## src/rtl/serial_arith_pkg.sv

```systemverilog
// Shared types for the bit-serial arithmetic controller.
// FSM state encoding and the supported operand width ceiling.
package serial_arith_pkg;

  typedef enum logic [1:0] {
    S_IDLE,
    S_RUN,
    S_DONE
  } sa_state_t;

  localparam int SA_MAX_WIDTH = 64;

endpackage

```

## src/rtl/serial_add_ctrl_fa.sv

```systemverilog
// 1-bit full-adder cell shared by the serial controller.
// Purely combinational; clk/rst exist only for cell compatibility.
module serial_add_ctrl_fa (
  input  logic clk,
  input  logic rst,
  input  logic x,
  input  logic y,
  input  logic ci,
  output logic s,
  output logic co
);

  logic unused_ok;

  // Clock and reset are part of the cell footprint but hold no state here
  assign unused_ok = clk ^ rst;

  // Sum and carry of one bit position
  always_comb begin
    s  = x ^ y ^ ci;
    co = (x & y) | (x & ci) | (y & ci);
  end

endmodule

```

## src/rtl/serial_add_ctrl.sv

```systemverilog
// Bit-serial add/subtract controller around one full-adder cell.
// Operands stream LSB first; one bit per cycle, result held until taken.
module serial_add_ctrl
  import serial_arith_pkg::*;
#(
  parameter int WIDTH = 8
) (
  input  logic             clk,
  input  logic             rst,
  input  logic             start_valid,
  output logic             start_ready,
  input  logic [WIDTH-1:0] a,
  input  logic [WIDTH-1:0] b,
  input  logic             cin,
  input  logic             op_sub,
  output logic             res_valid,
  input  logic             res_ready,
  output logic [WIDTH-1:0] sum,
  output logic             cout,
  output logic             ovf,
  output logic             busy
);

  localparam int CW = (WIDTH > 1) ? $clog2(WIDTH) : 1;
  localparam int LIM_W = (WIDTH > SA_MAX_WIDTH) ? SA_MAX_WIDTH : WIDTH;
  localparam logic [CW-1:0] CNT_LAST = CW'(LIM_W - 1);
  localparam logic [CW-1:0] CNT_MSB = CW'(LIM_W - 2);

  sa_state_t state;
  sa_state_t nxt;

  logic [WIDTH-1:0] a_sh;
  logic [WIDTH-1:0] b_sh;
  logic [WIDTH-1:0] r_sh;
  logic [CW-1:0]    cnt;
  logic             carry;
  logic             c_msb_in;
  logic             fa_s;
  logic             fa_co;
  logic             last;
  logic             accept;

  assign accept = start_valid & (state == S_IDLE);
  assign last   = (cnt == CNT_LAST);

  // Handshake outputs decode directly from the state register
  always_comb begin
    start_ready = (state == S_IDLE);
    res_valid   = (state == S_DONE);
    busy        = (state != S_IDLE);
  end

  serial_add_ctrl_fa u_fa (
    .clk (clk),
    .rst (1'b0),
    .x   (a_sh[0]),
    .y   (b_sh[0]),
    .ci  (carry),
    .s   (fa_s),
    .co  (fa_co)
  );

  // State register
  always_ff @(posedge clk) begin
    if (rst) begin
      state <= S_IDLE;
    end else begin
      state <= nxt;
    end
  end

  // Next-state logic
  always_comb begin
    nxt = state;
    unique case (1'b1)
      (state == S_IDLE): if (start_valid) nxt = S_RUN;
      (state == S_RUN):  if (last) nxt = S_DONE;
      (state == S_DONE): if (res_ready) nxt = S_IDLE;
      default:           nxt = S_IDLE;
    endcase
  end

  // Operand capture, serial shifting and result load
  always_ff @(posedge clk) begin
    if (rst) begin
      a_sh     <= '0;
      b_sh     <= '0;
      r_sh     <= '0;
      cnt      <= '0;
      carry    <= 1'b0;
      c_msb_in <= 1'b0;
      sum      <= '0;
      cout     <= 1'b0;
      ovf      <= 1'b0;
    end else begin
      if (accept) begin
        a_sh  <= a;
        b_sh  <= op_sub ? ~b : b;
        carry <= op_sub ? 1'b1 : cin;
        cnt   <= '0;
      end else if (state == S_RUN) begin
        a_sh  <= a_sh >> 1;
        b_sh  <= b_sh >> 1;
        r_sh  <= {fa_s, r_sh[WIDTH-1:1]};
        carry <= fa_co;
        cnt   <= cnt + CW'(1);
        if (cnt == CNT_MSB) begin
          c_msb_in <= fa_co;
        end
        if (last) begin
          sum  <= {fa_s, r_sh[WIDTH-1:1]};
          cout <= fa_co;
          ovf  <= c_msb_in ^ fa_co;
        end
      end
    end
  end

endmodule

```

## config.mk

```make
export PLATFORM = sky130hd
export DESIGN_NAME = serial_add_ctrl
export DESIGN_NICKNAME = d
export VERILOG_FILES = /design/src/rtl/serial_arith_pkg.sv /design/src/rtl/serial_add_ctrl_fa.sv /design/src/rtl/serial_add_ctrl.sv
export SDC_FILE = /design/constraint.sdc
export NUM_CORES = 1
export LEC_CHECK = 0
export ABC_AREA = 1
export BUFFER_PORTS_ARGS = -buffer_cell sky130_fd_sc_hd__buf_2
export CAP_MARGIN = 20
export CELL_PAD_IN_SITES_DETAIL_PLACEMENT = 2
export CELL_PAD_IN_SITES_GLOBAL_PLACEMENT = 2
export CORE_MARGIN = 8
export CORE_UTILIZATION = 29
export CTS_CLUSTER_DIAMETER = 50
export DETAILED_ROUTE_END_ITERATION = 10
export PLACE_DENSITY_LB_ADDON = 0.1
export SYNTH_ARGS = -nofsm -noshare
export SYNTH_HDL_FRONTEND = slang
export SYNTH_HIERARCHICAL = 1
export SYNTH_SLANG_ARGS = --single-unit
```

## constraint.sdc

```tcl
create_clock -name clk -period 1.3 [get_ports clk]
set_input_delay 0.26 -clock clk [delete_from_list [all_inputs] [get_ports clk]]
set_output_delay 0.26 -clock clk [all_outputs]
set_load 0.005 [all_outputs]
```

==> results of run 1 <==
==> layer usage <==
| metal | global-route usage | share of wire | up-vias |
|---|---|---|---|
| met5 | 0 | 0 | - |
| met4 | 0.0423 | 0.013 | 0 |
| met3 | 0.0289 | 0.041 | 10 |
| met2 | 0.242 | 0.52 | 29 |
| met1 | 0.161 | 0.42 | 928 |
| li1 | - | - | 964 |
==> tightest hold or removal path: stages <==
cell and delay [ps]:
buf_2 100, nand2_1 70, a21oi_2 50
==> power groups by stage <==
stage / combinational (mW) / sequential [mW] / clock (mW)
global placement: 0.390 / 1.36 / 0
finish: 0.463 / 1.33 / 1.43
global route: 0.523 / 1.34 / 1.51
CTS: 0.433 / 1.33 / 1.46
floorplan: 0.240 / 1.34 / 0
detailed placement: 0.403 / 1.36 / 0
==> cell type report <==
class | instances | area [um2]
sequential | 40 | 806
multi-input combinational | 193 | 970
inverter | 27 | 104
fill | 769 | 3680
clock inverter | 3 | 90.1
clock buffer | 5 | 68.8
tap | 77 | 96.3
timing repair buffer | 64 | 458
==> worst paths after layout <==
kind / from / endpoint / depth (start not counted)
setup / recovery: state[0] / b_sh[6] / 8
hold reg to reg: cout / cout / 2
hold / removal: a[7] / a_sh[7] / 3
setup reg to reg: state[0] / b_sh[6] / 8
==> per-stage QoR <==
| stage | std cells | setup slack [ps] | util | cell area [um2] |
|---|---|---|---|---|
| finish | 409 | -64.1 | 0.413 | 2590 |
| global route | 409 | -119 | 0.413 | 2590 |
| CTS | 406 | -39.0 | 0.393 | 2460 |
| detailed placement | 391 | -16.4 | 0.355 | 2230 |
| global placement | 391 | 53.2 | 0.355 | 2230 |
| floorplan | 273 | 92.3 | - | 1870 |
==> placed cells by master (no fill, tap or decap), types with 2 or more instances in the layout <==
cell and count:
nand3b_1 6, a21oi_2 4, nor2_2 2, bufinv_16 3
dfxtp_1 36, inv_1 24, xor2_1 2, buf_4 21
inv_2 2, a21oi_1 14, nor2_4 2, nand2_2 3
nand2_1 94, nor2_1 27, buf_6 8, ha_4 2
buf_2 33, dfxtp_2 4, o21ai_1 3, nand3_1 17
o21ai_0 8, o21ai_2 4, clkbuf_8 5
==> flip-flops by register name, summed over array words and instances (netlist names) <==
name,cells
a_sh,8
b_sh,8
c_msb_in,1
carry,1
cnt,3
cout,1
ovf,1
r_sh,7
state,2
sum,8
==> what timing repair did <==
item                       CTS  global route
resized for setup           15            24
hold buffers                 0             0
hold endpoints to repair     0             0
buffers inserted             7             2
pin swaps                    1             8
setup endpoints to repair   13            30
cloned                       0             1
==> results.sh, run 1 <==
export IMPL_outcome="complete, but fails checks"
export IMPL_violations="negative setup slack"
export IMPL_swShare=0.238
export IMPL_critPathLaunchType="register"
export IMPL_gp_congestion=0.740
export IMPL_irDropWorstVdd_mv=0.497
export IMPL_arrival_ps=1600
export IMPL_setup_viol=7
export IMPL_cts_reportedPaths_clkPinSlew_ps=90
export IMPL_fp_dieH_um=96.2
export IMPL_num_io_pins=35
export IMPL_worst_pin_slew_ps=241
export IMPL_hold_violations=0
export IMPL_dieArea_um2=9260
export IMPL_cts_tree="built"
export IMPL_grt_pass1_wl_mm=9.93
export IMPL_root_buffer="clkbuf_8"
export IMPL_skew_ps=12.7
export IMPL_power_density_nw_per_um2=1240
export IMPL_antenna_found_initial=0
export IMPL_slew_headroom=0.839
export IMPL_core_area_um2=6280
export IMPL_clock_sinks=40
export IMPL_cp_cell_sequence="buf_4 > buf_6 > o21ai_4 > buf_12 > nand2_1 > nand3_1 > nand2_1 > inv_1"
export IMPL_total_power_mw=3.22
export IMPL_critPathBufInv=4
export IMPL_fmax_mhz=733
export IMPL_holdCritPathClass="in -> reg"
export IMPL_setup_ws_ps=-64.1
export IMPL_cp_max_fo=6
export IMPL_crit_family="buffers and inverters"
export IMPL_pwr_share_clk=0.443
export IMPL_dieWidth_um=96.2
export IMPL_cap_violations=0
export IMPL_drt_iter0_drc=23
export IMPL_num_vias=1931
export IMPL_finalWirelength_mm=6.28
export IMPL_htreeDepth=2
export IMPL_avgSynthCellArea_um2=6.84
export IMPL_grt_overflow_total=0
export IMPL_dr_pass1_iters=4
export IMPL_finalSetupTns_ps=-182
export IMPL_rsz0062_at_grt="yes"
export IMPL_ys_warn_count=6
export IMPL_start_util=0.297
export IMPL_final_nets=357
export IMPL_grt_max_degree=19
export IMPL_syn_nets=299
export IMPL_wl_per_cell_um=15.4
export IMPL_rows=29
export IMPL_hold_worst_slack_ps=231
export IMPL_clock_latency_ps=300
export IMPL_worstPathRequired_ps=1530
export IMPL_cts_made_buffers=5
export IMPL_via_per_inst=4.72
export IMPL_pwr_share_comb=0.144
export IMPL_seq_power_share=0.413
export IMPL_final_antenna_net_count=0
export IMPL_insertedDiodeCount=0
export IMPL_slowest_stage="dfxtp_2"
export IMPL_internal_power_mw=2.45
export IMPL_cpMostUsedCell="nand2_1"
export IMPL_syn_area_um2=1870
export IMPL_worstSetupPathType="reg -> reg"
export IMPL_cts_buffer_depth=2
export IMPL_fin_crit_sh=1.05
export IMPL_reg2reg_setup_slack_ps=-60
export IMPL_io_buffers=34
export IMPL_drc=0
export IMPL_end_kind="register"
export IMPL_track_usage=0.137
export IMPL_drive_gt1_frac=0.298
export IMPL_grt_pass1_vias=2081
export IMPL_power_switching_uw=769
export IMPL_power_leakage_nw=1.29
export IMPL_maxSlewViolCount=0
export IMPL_post_route_min_period_ps=1360
export IMPL_detailed_place_hpwl_mm=4.29
export IMPL_area_growth_pct=38.9
export IMPL_synth_cells=273
export IMPL_max_stage_delay_ps=350
Note: power is estimated with default switching activity, not from simulation.
==> inputs of run 2 (changes only) <==
ABC_AREA = default   (was 1)
CORE_ASPECT_RATIO = 0.5   (was default)
CORE_UTILIZATION = 32   (was 29)
==> run 2 against run 1 <==
Net effect: the flow still finishes with violations (negative setup slack); via count decreased by 19%; first-iteration DRC count grew to 3.1 times the previous value; critical path depth shrank 4; area after synthesis fell by 7.2%; die area shrank 12%; combinational power shrank 17%; synthesized cell count down 27%; fmax is 1.2% lower; cell count fell by 21%; clock skew fell by 5.6 ps; utilization grew 2.1 points; highest routed layer unchanged.
==> results.sh, run 2 <==
export IMPL_start_util=0.324
export IMPL_root_buffer="clkbuf_8"
export IMPL_cts_reportedPaths_clkPinSlew_ps=80
export IMPL_fin_area_um2=2320
export IMPL_top_regs="a_sh x8, b_sh x8, sum x8"
export IMPL_rows=19
export IMPL_grt_pass1_vias=1735
export IMPL_hold_violations=0
export IMPL_worst_pin_slew_ps=339
export IMPL_clock_latency_ps=290
export IMPL_drive_gt1_frac=0.368
export IMPL_fmax_mhz=724
export IMPL_final_cells=323
export IMPL_setup_ws_ps=-80.5
export IMPL_antenna_found_initial=0
export IMPL_grt_max_degree=26
export IMPL_end_kind="register"
export IMPL_gp_congestion=0.701
export IMPL_final_nets=275
export IMPL_pwr_share_comb=0.151
export IMPL_arrival_ps=1620
export IMPL_io_buffers=34
export IMPL_worstSetupPathType="reg -> reg"
export IMPL_avgSynthCellArea_um2=8.70
export IMPL_syn_nets=225
export IMPL_drc=0
export IMPL_seq_power_share=0.516
export IMPL_drt_iter0_drc=71
export IMPL_irDropWorstVdd_mv=0.451
export IMPL_skew_ps=7.11
export IMPL_dr_pass1_iters=4
export IMPL_slew_headroom=0.774
export IMPL_cp_max_fo=8
export IMPL_power_leakage_nw=0.910
export IMPL_wl_per_cell_um=15.8
export IMPL_worstPathRequired_ps=1540
export IMPL_maxSlewViolCount=0
export IMPL_num_io_pins=35
export IMPL_dp_cells=310
export IMPL_htreeDepth=2
export IMPL_final_common_cell="nand2_1"
export IMPL_swShare=0.257
export IMPL_syn_area_um2=1730
export IMPL_dieArea_um2=8160
export IMPL_cts_made_buffers=5
export IMPL_final_cell_mix="nand2_1 (42), dfxtp_1 (36), buf_2 (34)"
export IMPL_post_route_min_period_ps=1380
export IMPL_cap_violations=0
export IMPL_pwr_share_clk=0.333
export IMPL_finalWirelength_mm=5.11
export IMPL_insertedDiodeCount=0
export IMPL_dieWidth_um=120
export IMPL_cts_tree="built"
export IMPL_grt_overflow_total=0
export IMPL_power_switching_uw=657
export IMPL_fin_crit_sh=1.06
export IMPL_via_per_inst=4.86
export IMPL_cts_buffer_depth=2
export IMPL_internal_power_mw=1.90
export IMPL_holdBufCountCts=0
export IMPL_critPathLaunchType="register"
export IMPL_holdCritPathClass="in -> reg"
export IMPL_detailed_place_hpwl_mm=3.50
export IMPL_setup_viol=10
export IMPL_postPlaceCellArea_um2=2040
export IMPL_synth_cells=199
export IMPL_rsz0062_at_grt="yes"
export IMPL_grt_pass1_wl_mm=8.36
export IMPL_num_vias=1571
export IMPL_power_density_nw_per_um2=1100
export IMPL_hold_worst_slack_ps=234
export IMPL_ys_warn_count=6
export IMPL_clock_sinks=40
export IMPL_outcome="complete, but fails checks"
export IMPL_fp_dieH_um=68.0
export IMPL_track_usage=0.131
export IMPL_final_antenna_net_count=0
export IMPL_area_growth_pct=34.0
export IMPL_core_area_um2=5350
export IMPL_violations="negative setup slack"
==> run 2: metal layers <==
layer / wire length [um] / vias to the layer above / global-route usage
li1: - / 774 / -
met1: 2450 / 763 / 0.154
met2: 2410 / 27 / 0.227
met3: 171 / 7 / 0.0362
met4: 75 / 0 / 0.0524
met5: 0 / - / 0
==> run 2: critical path, cell delays in order (launching register included) <==
cell     delay [ps]
dfxtp_4         360
buf_4           170
or4b_4          550
nor2_1          130
a221o_1         120
==> run 2: what timing repair did <==
item	CTS	global route
resized for setup	28	14
buffers inserted	2	3
cloned	1	0
setup endpoints to repair	32	31
pin swaps	12	3
==> run 2: layout make-up <==
class | count | area (um2)
Timing Repair Buffer | 58 | 384
Clock buffer | 8 | 90.1
Fill cell | 598 | 3030
Multi-Input combinational cell | 142 | 937
Sequential cell | 40 | 811
Inverter | 2 | 7.51
Tap cell | 73 | 91.3
==> run 2: final timing paths <==
kind | slack [ps] | cells past startpoint | start | endpoint
worst min-delay path | 230 | 3 | a[7] | a_sh[7]
worst max-delay path | -80 | 4 | state[0] | b_sh[6]
worst min register to register | 460 | 2 | sum[0] | sum[0]
worst max register to register | -80 | 4 | state[0] | b_sh[6]
==> run 2: stage by stage <==
step / util / setup slack (ps) / power, mW / setup TNS (ps)
CTS: 0.418 / -77.8 / 2.56 / -556
global route: 0.434 / -127 / 2.68 / -1590
global placement: 0.381 / -63.5 / 1.66 / -442
floorplan: - / 12.2 / 1.55 / 0
finish: 0.434 / -80.5 / 2.55 / -620
detailed placement: 0.381 / -199 / 1.67 / -1970
==> run 2: power by group through the flow <==
stage | clock network [mW] | logic [mW] | registers, mW
6_report | 0.851 | 0.385 | 1.32
5_1_grt | 0.924 | 0.428 | 1.32
4_1_cts | 0.884 | 0.362 | 1.32
3_5_place_dp | 0 | 0.327 | 1.35
3_3_place_gp | 0 | 0.318 | 1.34
2_1_floorplan | 0 | 0.220 | 1.33
==> inputs of run 3 (changes only) <==
SKIP_LAST_GASP = 1   (was default)
==> run 3 against run 2 <==
Net effect: the flow still finishes with violations (negative setup slack); highest routed layer unchanged; critical path type unchanged; combinational power hardly changed; non-clock buffer count unchanged; fmax about the same; power hardly changed; via count down 0.51%; clock-buffer cell count unchanged; global-route usage barely moved; worst hold slack worse by 0.89 ps; clock power about the same; clock skew shrank 2.1 ps.
==> results.sh, run 3 (same netlist as run 2, synthesis figures left out) <==
export IMPL_power_leakage_nw=0.907
export IMPL_dp_cells=310
export IMPL_drive_gt1_frac=0.364
export IMPL_slew_headroom=0.775
export IMPL_rsz0062_at_grt="yes"
export IMPL_post_route_min_period_ps=1380
export IMPL_clock_latency_ps=290
export IMPL_via_per_inst=4.84
export IMPL_antenna_found_initial=0
export IMPL_seq_power_share=0.516
export IMPL_critPathLaunchType="register"
export IMPL_final_cell_mix="nand2_1 (42), dfxtp_1 (36), buf_2 (34)"
export IMPL_fin_area_um2=2310
export IMPL_r2r_end="b_sh[6]"
export IMPL_cts_tree="built"
export IMPL_critPathLaunch="state[0]"
export IMPL_track_usage=0.131
export IMPL_postPlaceCellArea_um2=2040
export IMPL_fp_dieH_um=68.0
export IMPL_insertedDiodeCount=0
export IMPL_total_power_mw=2.55
export IMPL_setup_ws_ps=-79.3
export IMPL_reg2reg_setup_slack_ps=-80
export IMPL_num_io_pins=35
export IMPL_cts_buffer_depth=2
export IMPL_cap_violations=0
export IMPL_rows=19
export IMPL_maxSlewViolCount=0
export IMPL_pwr_share_comb=0.150
export IMPL_drt_iter0_drc=67
export IMPL_fin_crit_sh=1.06
export IMPL_worst_pin_slew_ps=338
export IMPL_internal_power_mw=1.89
export IMPL_power_density_nw_per_um2=1110
export IMPL_max_stage_delay_ps=550
export IMPL_postLayoutCoreUtil=0.432
export IMPL_drc=0
export IMPL_final_common_cell="nand2_1"
export IMPL_cp_max_fo=8
export IMPL_gp_congestion=0.701
export IMPL_wl_per_cell_um=16.0
export IMPL_hold_violations=0
export IMPL_swShare=0.258
export IMPL_cts_reportedPaths_clkPinSlew_ps=80
export IMPL_violations="negative setup slack"
export IMPL_cts_made_buffers=5
export IMPL_core_area_um2=5350
export IMPL_finalWirelength_mm=5.17
export IMPL_power_switching_uw=659
export IMPL_io_buffers=34
export IMPL_end_kind="register"
export IMPL_hold_worst_slack_ps=233
export IMPL_htreeDepth=2
export IMPL_critPathCapture="b_sh[6]"
export IMPL_dieWidth_um=120
export IMPL_dr_pass1_iters=4
export IMPL_grt_overflow_total=0
export IMPL_worstSetupPathType="reg -> reg"
export IMPL_area_growth_pct=33.3
export IMPL_dieArea_um2=8160
export IMPL_r2r_start="state[0]"
export IMPL_final_antenna_net_count=0
export IMPL_fmax_mhz=725
export IMPL_grt_pass1_vias=1732
export IMPL_root_buffer="clkbuf_8"
export IMPL_irDropWorstVdd_mv=0.450
export IMPL_worstPathRequired_ps=1540
export IMPL_grt_pass1_wl_mm=8.37
export IMPL_holdBufCountCts=0
export IMPL_skew_ps=4.98
export IMPL_pwr_share_clk=0.334
export IMPL_setup_viol=13
export IMPL_reg2regPathDepth=4
export IMPL_arrival_ps=1620
export IMPL_detailed_place_hpwl_mm=3.50
export IMPL_holdCritPathClass="in -> reg"
export IMPL_top_regs="a_sh x8, b_sh x8, sum x8"
export IMPL_grt_max_degree=26
export IMPL_slowest_stage="or4b_4"
export IMPL_num_vias=1563
export IMPL_clock_sinks=40
export IMPL_start_util=0.324
export IMPL_outcome="complete, but fails checks"
export IMPL_cp_cell_sequence="buf_4 > or4b_4 > nor2_1 > a221o_1"
export IMPL_final_nets=275
export IMPL_final_cells=323
==> run 3: timing repair <==
action | CTS | global route
resized for setup | 27 | 12
cloned | 1 | 0
endpoints found under the setup margin | 32 | 31
pin swaps | 12 | 3
setup buffers | 2 | 3
hold endpoints to repair | 0 | 0
==> run 3: power groups by stage <==
stage                     Combinational, mW  Sequential (mW)  Clock (mW)
after global placement                0.318             1.34           0
after detailed placement              0.327             1.35           0
after global routing                  0.424             1.32       0.925
after floorplan                       0.220             1.33           0
after CTS                             0.362             1.32       0.884
final                                 0.383             1.32       0.854
==> run 3: worst max-delay path: cells and delay by family, from the launching register on <==
kind,cells,cell delay [ps]
AOI/OAI and AO/OA,1,120
and+or+nand+nor,2,680
DFF,1,350
buffers and inverters,1,170
==> run 3: stage by stage <==
stage,setup WS (ps),setup TNS (ps)
3_3_place_gp,-63.5,-442
2_1_floorplan,12.2,0
5_1_grt,-126,-1790
3_5_place_dp,-199,-1970
4_1_cts,-77.9,-564
6_report,-79.3,-596
==> run 3: cell type report <==
class,instances,area [um2]
tap,73,91.3
sequential,40,811
fill,599,3040
inverter,2,7.51
timing repair buffer,58,377
clock buffer,8,90.1
multi-input combinational,142,932
==> run 3: layer usage <==
layer,track usage,wire (um),vias to the layer above
met5,0,0,-
met4,0.0524,77,0
met3,0.0362,171,7
met2,0.227,2450,27
met1,0.154,2460,755
li1,-,-,774
==> run 3: how the worst min path moves through the flow <==
stage	from	end	slack (ps)	depth (start not counted)
floorplan	a[7]	a_sh[7]	400	2
global placement	sum[5]	sum[5]	440	2
detailed placement	sum[7]	sum[7]	450	2
CTS	res_ready	state[1]	220	3
global route	a[4]	a_sh[4]	250	3
finish	a[7]	a_sh[7]	230	3
